`config.mk`:
```
export PLATFORM = sky130hd
export DESIGN_NAME = polar_encoder_sp
export DESIGN_NICKNAME = d
export VERILOG_FILES = /design/src/rtl/polar_encoder_sp.sv
export SDC_FILE = /design/constraint.sdc
export NUM_CORES = 1
export LEC_CHECK = 0
export BUFFER_PORTS_ARGS = -buffer_cell sky130_fd_sc_hd__buf_2
export CAP_MARGIN = 30
export CORE_MARGIN = 3
export CORE_UTILIZATION = 44
export CTS_BUF_LIST = sky130_fd_sc_hd__clkbuf_8
export DETAILED_ROUTE_END_ITERATION = 16
export GPL_ROUTABILITY_DRIVEN = 0
export PLACE_DENSITY = 0.7
export SYNTH_ARGS = -nofsm -noshare
export SYNTH_HDL_FRONTEND = slang
export SYNTH_SLANG_ARGS = --single-unit
```
`constraint.sdc`:
```
create_clock -name clk -period 3.7 [get_ports clk]
set_clock_uncertainty 0.1 [all_clocks]
set_input_delay 0.74 -clock clk [delete_from_list [all_inputs] [get_ports clk]]
set_output_delay 0.74 -clock clk [all_outputs]
set_load 0.02 [all_outputs]
```
`src/rtl/polar_encoder_sp.sv`:
```
// polar_encoder_sp: semi-parallel polar encoder.
// Information bits arrive serially. Zeros are inserted at the frozen positions
// of INFO_MASK to form u. The encoder then runs n XOR-butterfly stages at 2^p
// butterflies per cycle and streams x = u*F^{(x)n} serially.
// The stage_index/exe_index schedule matches the SC decoder schedule.
// Optional build macro: POLAR_ENC_SYSTEMATIC_EN selects systematic encoding.
// In that mode a CLR cycle zeroes the frozen positions and a second ENC pass runs.
module polar_encoder_sp #(
    parameter int                  n         = 3,
    parameter int                  p         = 1,
    parameter logic [(1<<n)-1:0]   INFO_MASK = 8'b1110_1000
) (
    input  logic                   clk,
    input  logic                   rst,
    input  logic                   in_valid,
    output logic                   in_ready,
    input  logic                   in_bit,
    output logic                   out_valid,
    input  logic                   out_ready,
    output logic                   out_bit,
    output logic [n-1:0]           out_index,
    output logic                   busy,
    output logic [$clog2(n)-1:0]   stage_index,
    output logic [n-p-1:0]         exe_index
);

    localparam int          N          = 1 << n;
    localparam int          SW         = $clog2(n);
    localparam int          EW         = n - p;
    localparam int unsigned BPC        = 1 << p;
    localparam logic [EW-1:0] EXE_INIT = EW'(1 << (n - p - 1));
    localparam logic [SW-1:0] STG_INIT = SW'(n - 1);
    localparam logic [n-1:0]  LAST     = '1;

    typedef enum logic [1:0] {
        S_LOAD,
        S_ENC,
`ifdef POLAR_ENC_SYSTEMATIC_EN
        S_CLR,
`endif
        S_OUT
    } state_t;

    state_t         state;
    logic [n-1:0]   ptr;
    logic [N-1:0]   v;
    logic [N-1:0]   v_bfly;
`ifdef POLAR_ENC_SYSTEMATIC_EN
    logic           second_pass;
`endif

    assign in_ready  = (state == S_LOAD) && INFO_MASK[ptr];
    assign out_valid = (state == S_OUT);
    assign out_bit   = v[out_index];
`ifdef POLAR_ENC_SYSTEMATIC_EN
    assign busy      = (state == S_ENC) || (state == S_CLR);
`else
    assign busy      = (state == S_ENC);
`endif

    // One execution of the current stage: 2^p disjoint butterflies, all reading pre-cycle v
    always_comb begin
        int unsigned s;
        int unsigned span;
        int unsigned base;
        int unsigned j;
        logic [n-1:0] lo;
        logic [n-1:0] hi;
        v_bfly = v;
        s      = 32'(stage_index);
        span   = 32'd1 << s;
        base   = (32'(EXE_INIT) - 32'(exe_index)) << p;
        j      = 0;
        lo     = '0;
        hi     = '0;
        for (int unsigned k = 0; k < BPC; k++) begin
            j  = base + k;
            lo = n'(((j >> s) << (s + 1)) | (j & (span - 1)));
            hi = n'(32'(lo) + span);
            v_bfly[lo] = v[lo] ^ v[hi];
        end
    end

    // Frame sequencer: LOAD -> ENC (-> CLR -> ENC) -> OUT -> LOAD
    always_ff @(posedge clk) begin
        if (rst) begin
            state       <= S_LOAD;
            ptr         <= '0;
            v           <= '0;
            stage_index <= STG_INIT;
            exe_index   <= EXE_INIT;
            out_index   <= '0;
`ifdef POLAR_ENC_SYSTEMATIC_EN
            second_pass <= 1'b0;
`endif
        end else begin
            case (state)
                S_LOAD: begin
                    // Frozen slots advance on their own; info slots wait for a valid bit
                    if (!INFO_MASK[ptr] || in_valid) begin
                        v[ptr] <= INFO_MASK[ptr] & in_bit;
                        ptr    <= ptr + 1'b1;
                        if (ptr == LAST) begin
                            state <= S_ENC;
                        end
                    end
                end
                S_ENC: begin
                    v <= v_bfly;
                    if (exe_index > EW'(1)) begin
                        exe_index <= exe_index - 1'b1;
                    end else if (stage_index != '0) begin
                        stage_index <= stage_index - 1'b1;
                        exe_index   <= EXE_INIT;
                    end else begin
                        stage_index <= STG_INIT;
                        exe_index   <= EXE_INIT;
`ifdef POLAR_ENC_SYSTEMATIC_EN
                        if (second_pass) begin
                            second_pass <= 1'b0;
                            state       <= S_OUT;
                        end else begin
                            state       <= S_CLR;
                        end
`else
                        state <= S_OUT;
`endif
                    end
                end
`ifdef POLAR_ENC_SYSTEMATIC_EN
                S_CLR: begin
                    v           <= v & INFO_MASK;
                    second_pass <= 1'b1;
                    state       <= S_ENC;
                end
`endif
                S_OUT: begin
                    if (out_ready) begin
                        out_index <= out_index + 1'b1;
                        if (out_index == LAST) begin
                            state <= S_LOAD;
                            v     <= '0;
                        end
                    end
                end
                default: state <= S_LOAD;
            endcase
        end
    end

endmodule

```
# After elaboration in Yosys (flattened, before gate mapping)
# Memory sizes are Yosys's and may differ from the RTL's. A register that Yosys moved wholly into a read port is not among the register bits.
# Cells that the tools add are included.
classes:
  n_addsub: 10
  magnitude_cmp: 10
  eq_ne: 10
  shift: 5
  mux: 35
  n_bitwise: 8
  reduce_logical: 14
op_table:
  columns: ["cell", "count"]
  rows:
  - ["<< shifter 32 x 3 -> 3 bit", 2]
  - ["right shift 32 x 2 -> 32 bit", 2]
  - ["bitwise mux 8 bit", 3]
  - ["< comparator 3 x 4 -> 1 bit (second input constant)", 6]
  - ["2-to-1 mux 8 bit", 3]
  - ["case mux 8 bit (3 select lines)", 1]
  - ["2-to-1 mux 2 bit", 8]
  - ["binary-select mux 1 bit (select 3 bit)", 5]
  - ["demux 1 bit (select 3 bit)", 3]
  - ["greater-or-equal comparator 3 x 1 -> 1 bit (second input constant)", 3]
  - ["2-to-1 mux 1 bit", 9]
  - ["inequality test 2 x 1 -> 1 bit (second input constant)", 4]
  - ["adder 3 x 1 -> 3 bit (second input constant)", 2]
  - ["adder 3 bit", 2]
  - ["bitwise AND 3 bit", 2]
  - ["equality test 3 bit (second input constant)", 2]
  - ["2-to-1 mux 3 bit", 2]
  - ["bitwise OR 3 bit", 2]
  - ["case mux 2 bit (3 select lines)", 1]
  - ["AND reduction 2 bit", 3]
  - ["AND reduction 6 bit", 1]
  - ["adder 4 x 2 -> 5 bit (second input constant)", 1]
  - ["logical AND 1 bit", 4]
  - ["inequality test 2 bit (second input constant)", 2]
  - ["17 further kinds", 19]
totals:
  register_bits: 20
  rom_bits: 8
  in_bits: 5
  output_inout_bits: 11
  wordCells: 99
  n_memories: 1
memory_table:
  columns: ["name", "depth", "word_bits", "rd", "rd_clocked_by_memory_dff", "write_ports", "line_no", "text"]
  rows:
  - ["(no name shown)", 8, 1, 1, 1, 0, "101", "v[ptr] <= INFO_MASK[ptr] & in_bit;"]

# Longest topological paths before layout
logic_depth:
  depth_word: 11
  depth_mapped: 12
  depth_no_buf: 12

# Worst setup path before layout
# OpenSTA, ideal clock, no wires.
synth_timing:
  kind: "register -> register"
  start: "reg stage_index[1]"
  end: "reg with a tool-made name"
  setup_time_ns: 0.134
  arrival_time_ns: 3.344
  required_ns: 3.466
  setup_slack_ns: 0.122
  path_stages_with_launch: 13
  path_buffers: 1
  synth_period_minus_slack_ns: 3.578
  cell_sequence: "dfxtp_1 > buf_2 > inv_1 > ha_1 > nor2b_1 > or3_4 > a32oi_4 > xnor2_1 > xnor2_1 > mux2i_1 > xnor2_1 > o41ai_1 > o22ai_1"
synth_rtl:
  columns: ["element", "line_no", "text"]
  rows:
  - ["start: declaration", "23", "output logic [$clog2(n)-1:0] stage_index,"]
  - ["start signal: assignment", "113", "stage_index <= stage_index - 1'b1;"]

==> flow_summary.json <==
{
  "cap_violations": 0,
  "ys_async_sr_fraction_pct": 0,
  "die_h_um": 74.3,
  "max_slew_margin_pct": 56.0,
  "num_vias": 1937,
  "grt_usage_pct": 19.9,
  "yosysSeqAreaShare_pct": 20.5,
  "gr-total-overflow": 0,
  "core_mm2": 0.00441,
  "drt_iter0_drc": 177,
  "peakVddDrop_mv": 0.322,
  "placedCellCount": 319,
  "layout.nets": 297,
  "grt.met1_usage_pct": 28.1,
  "crit_top_cell": "xnor2_1",
  "min_period_ns": 3.35,
  "synth_cells": 255,
  "synth_top_area_share_pct": 20.5,
  "clkTransAtPathRegs_ns": 0.08,
  "synth_edf_count": 0,
  "p_sw_mw": 0.522,
  "fin_util_pct": 51.0,
  "cts_sinks": 21,
  "port_buffers": 15,
  "finalSetupViolCount": 0,
  "die-area_mm2": 0.00551,
  "power_mw": 1.09,
  "drc_errors": 0,
  "critPathMaxStageDelay_ns": 0.48,
  "grt.busiest_layer": "met2",
  "cts_max_level": 1,
  "ys_ff_latch": 21,
  "p_seq_share_pct": 29.4,
  "rsz0062_at_grt": "no",
  "cp.required_ns": 3.74,
  "grt_pass1_vias": 1714,
  "path_max_fanout": 9,
  "synth_top_cell_by_area": "dfxtp_1",
  "clock_latency_ns": 0.27,
  "drive_gt1_share_pct": 14.4,
  "cts_hold_buf": 0,
  "synth.cell_area_mm2": 0.00205,
  "fin_cells": 323,
  "root_buffer": "clkbuf_8",
  "crit_buf_inv": 1,
  "cts.path.max_buffers": 2,
  "place_area_mm2": 0.00221,
  "final-hold-violation-count": 0,
  "power.leakage_nw": 0.889,
  "die_x_um": 74.3,
  "wire_per_inst_um": 15.6,
  "critPathSlowestCell": "dfxtp_1",
  "intPower_mw": 0.567,
  "crit_chain": "inv_1 -> ha_1 -> nor2b_1 -> or3_4 -> a32oi_4 -> xnor2_1 -> xnor2_1 -> mux2i_1 -> xnor2_1 -> o41ai_1 -> o22ai_1",
  "ys_types": 55,
  "row_count": 24,
  "hp-class": "flip-flop to flip-flop",
  "sw_frac_of_total_pct": 47.9,
  "ctsResizeCount": 0,
  "yosys_warnings": 0,
  "via_per_inst": 6.00,
  "syn_avg_cell_area_um2": 8.04,
  "p_clk_share_pct": 14.6,
  "min_path_cells": 2,
  "synthTopCellsByArea": "dfxtp_1, ha_1, mux4_2, nand2_1, a21oi_1",
  "drt-total-wl_um": 5040,
  "diodes": 0,
  "final_area_mm2": 0.00225,
  "area_growth_pct": 9.95,
  "fin_setup_tns_ns": 0,
  "grt_pass1_wl_um": 8520,
  "slew_violations": 0,
  "path_delay_family": "compound AO/OA/AOI/OAI gates",
  "powerDensity_mw_per_mm2": 483,
  "met2_usage_pct": 30.6,
  "cts_tree": "built",
  "ant_nets": 0,
  "synthFlopType": "dfxtp_1",
  "antenna_found_initial": 0,
  "worst_pin_slew_ns": 0.643,
  "postCtsSetupBuffers": 0,
  "dpl.hpwl_um": 3780,
  "p_comb_share_pct": 55.9,
  "fmax_mhz": 299,
  "ioPinCount": 16,
  "finalCritPeriodShare_pct": 90.5,
  "r2r_cells": 11,
  "end_kind": "flip-flop",
  "grt_max_degree": 24,
  "status": "finished clean",
  "worstSetupStartpointType": "flip-flop",
  "dr.pass1.iters": 4,
  "numCtsBuffers": 3,
  "critPathKind": "flip-flop to flip-flop",
  "synth_nets": 280,
  "initial_core_util_pct": 46.4,
  "cp.arrival_ns": 3.39,
  "critical_path_cell_count": 11,
  "grtUsageMet3_pct": 3.92
}
==> per-stage QoR <==
stage / hold WS, ns / setup WS [ns]
3_5_place_dp: 0.414 / 0.400
2_1_floorplan: 0.390 / 0.122
4_1_cts: 0.425 / 0.363
6_report: 0.425 / 0.353
3_3_place_gp: 0.404 / 0.465
5_1_grt: 0.441 / 0.110
==> final cells by class <==
| type | count | area (µm²) |
|---|---|---|
| clock inverters | 1 | 5.00 |
| repair buffers | 23 | 135 |
| inverters | 11 | 41.3 |
| clock buffers | 3 | 41.3 |
| fillers | 422 | 2160 |
| multi-input cells | 212 | 1550 |
| flip-flops and latches | 21 | 420 |
| well taps | 52 | 65.1 |
==> final timing paths <==
| kind | from | endpoint | slack [ns] |
|---|---|---|---|
| max reg2reg | stage_index[0] | flip-flop | 0.35 |
| max | stage_index[0] | flip-flop | 0.35 |
| min | out_index[1] | out_index[1] | 0.43 |
| min reg2reg | out_index[1] | out_index[1] | 0.43 |
==> cells in the final DEF (no fill, tap or decap), drive strengths merged, types with 4 or more instances in the layout <==
| cell | instances |
|---|---|
| a21oi | 22 |
| buf | 23 |
| dfxtp | 21 |
| ha | 19 |
| inv | 11 |
| mux2i | 12 |
| mux4 | 5 |
| nand2 | 30 |
| nand2b | 5 |
| nand3 | 8 |
| nor2 | 26 |
| nor3 | 5 |
| nor4 | 4 |
| o21ai | 12 |
| xnor2 | 8 |
| xor2 | 4 |
==> power groups by stage <==
stage	clock [mW]	sequential, mW	combinational, mW
after global placement	0	0.324	0.591
final	0.159	0.321	0.609
after CTS	0.164	0.320	0.601
after global routing	0.171	0.328	0.679
after detailed placement	0	0.326	0.597
after floorplan	0	0.311	0.470
==> cells in the mapped netlist, types with 2 or more instances <==
cell       number
o21ai_0        12
nand3_1         8
xor2_1          4
inv_1          11
o22ai_1         3
clkbuf_1        8
nor2b_1         2
nor2_1         26
a21o_1          2
a211o_1         2
nor3_1          5
mux2_2          2
nor4_1          4
ha_1           19
o221ai_1        2
o41ai_1         2
a2111oi_0       3
nand2_1        30
mux2i_1        11
xnor2_1         8
a21oi_1        22
mux4_2          5
nand2b_1        5
a211oi_1        3
dfxtp_1        21
nor3b_1         3
o31ai_1         3
buf_1           2
==> per-layer routing <==
layer / part of all wire [%] / up-vias
li1: - / 964
met4: 1.8 / 0
met2: 45 / 67
met5: 0 / -
met3: 7.5 / 12
met1: 46 / 894
==> cell families after synthesis <==
| logic type | count (synthesis) | share of synthesized area (%) |
|---|---|---|
| simple gates | 91 | 20.9 |
| compound gates | 68 | 23.0 |
| buf+inv | 22 | 4.09 |
| fa+ha+maj | 21 | 13.1 |
| flops | 21 | 20.5 |
| mux | 19 | 13.1 |
| xor+xnor | 12 | 5.13 |
| other cells | 1 | 0.183 |
==> worst reg2reg max path: stages, from the launching register on <==
cell,delay (ns)
dfxtp_1,0.48
inv_1,0.10
ha_1,0.39
nor2b_1,0.08
or3_4,0.35
a32oi_4,0.27
xnor2_1,0.11
xnor2_1,0.26
mux2i_1,0.36
xnor2_1,0.21
o41ai_1,0.39
o22ai_1,0.11
Note: power is estimated with default switching activity, not from simulation.
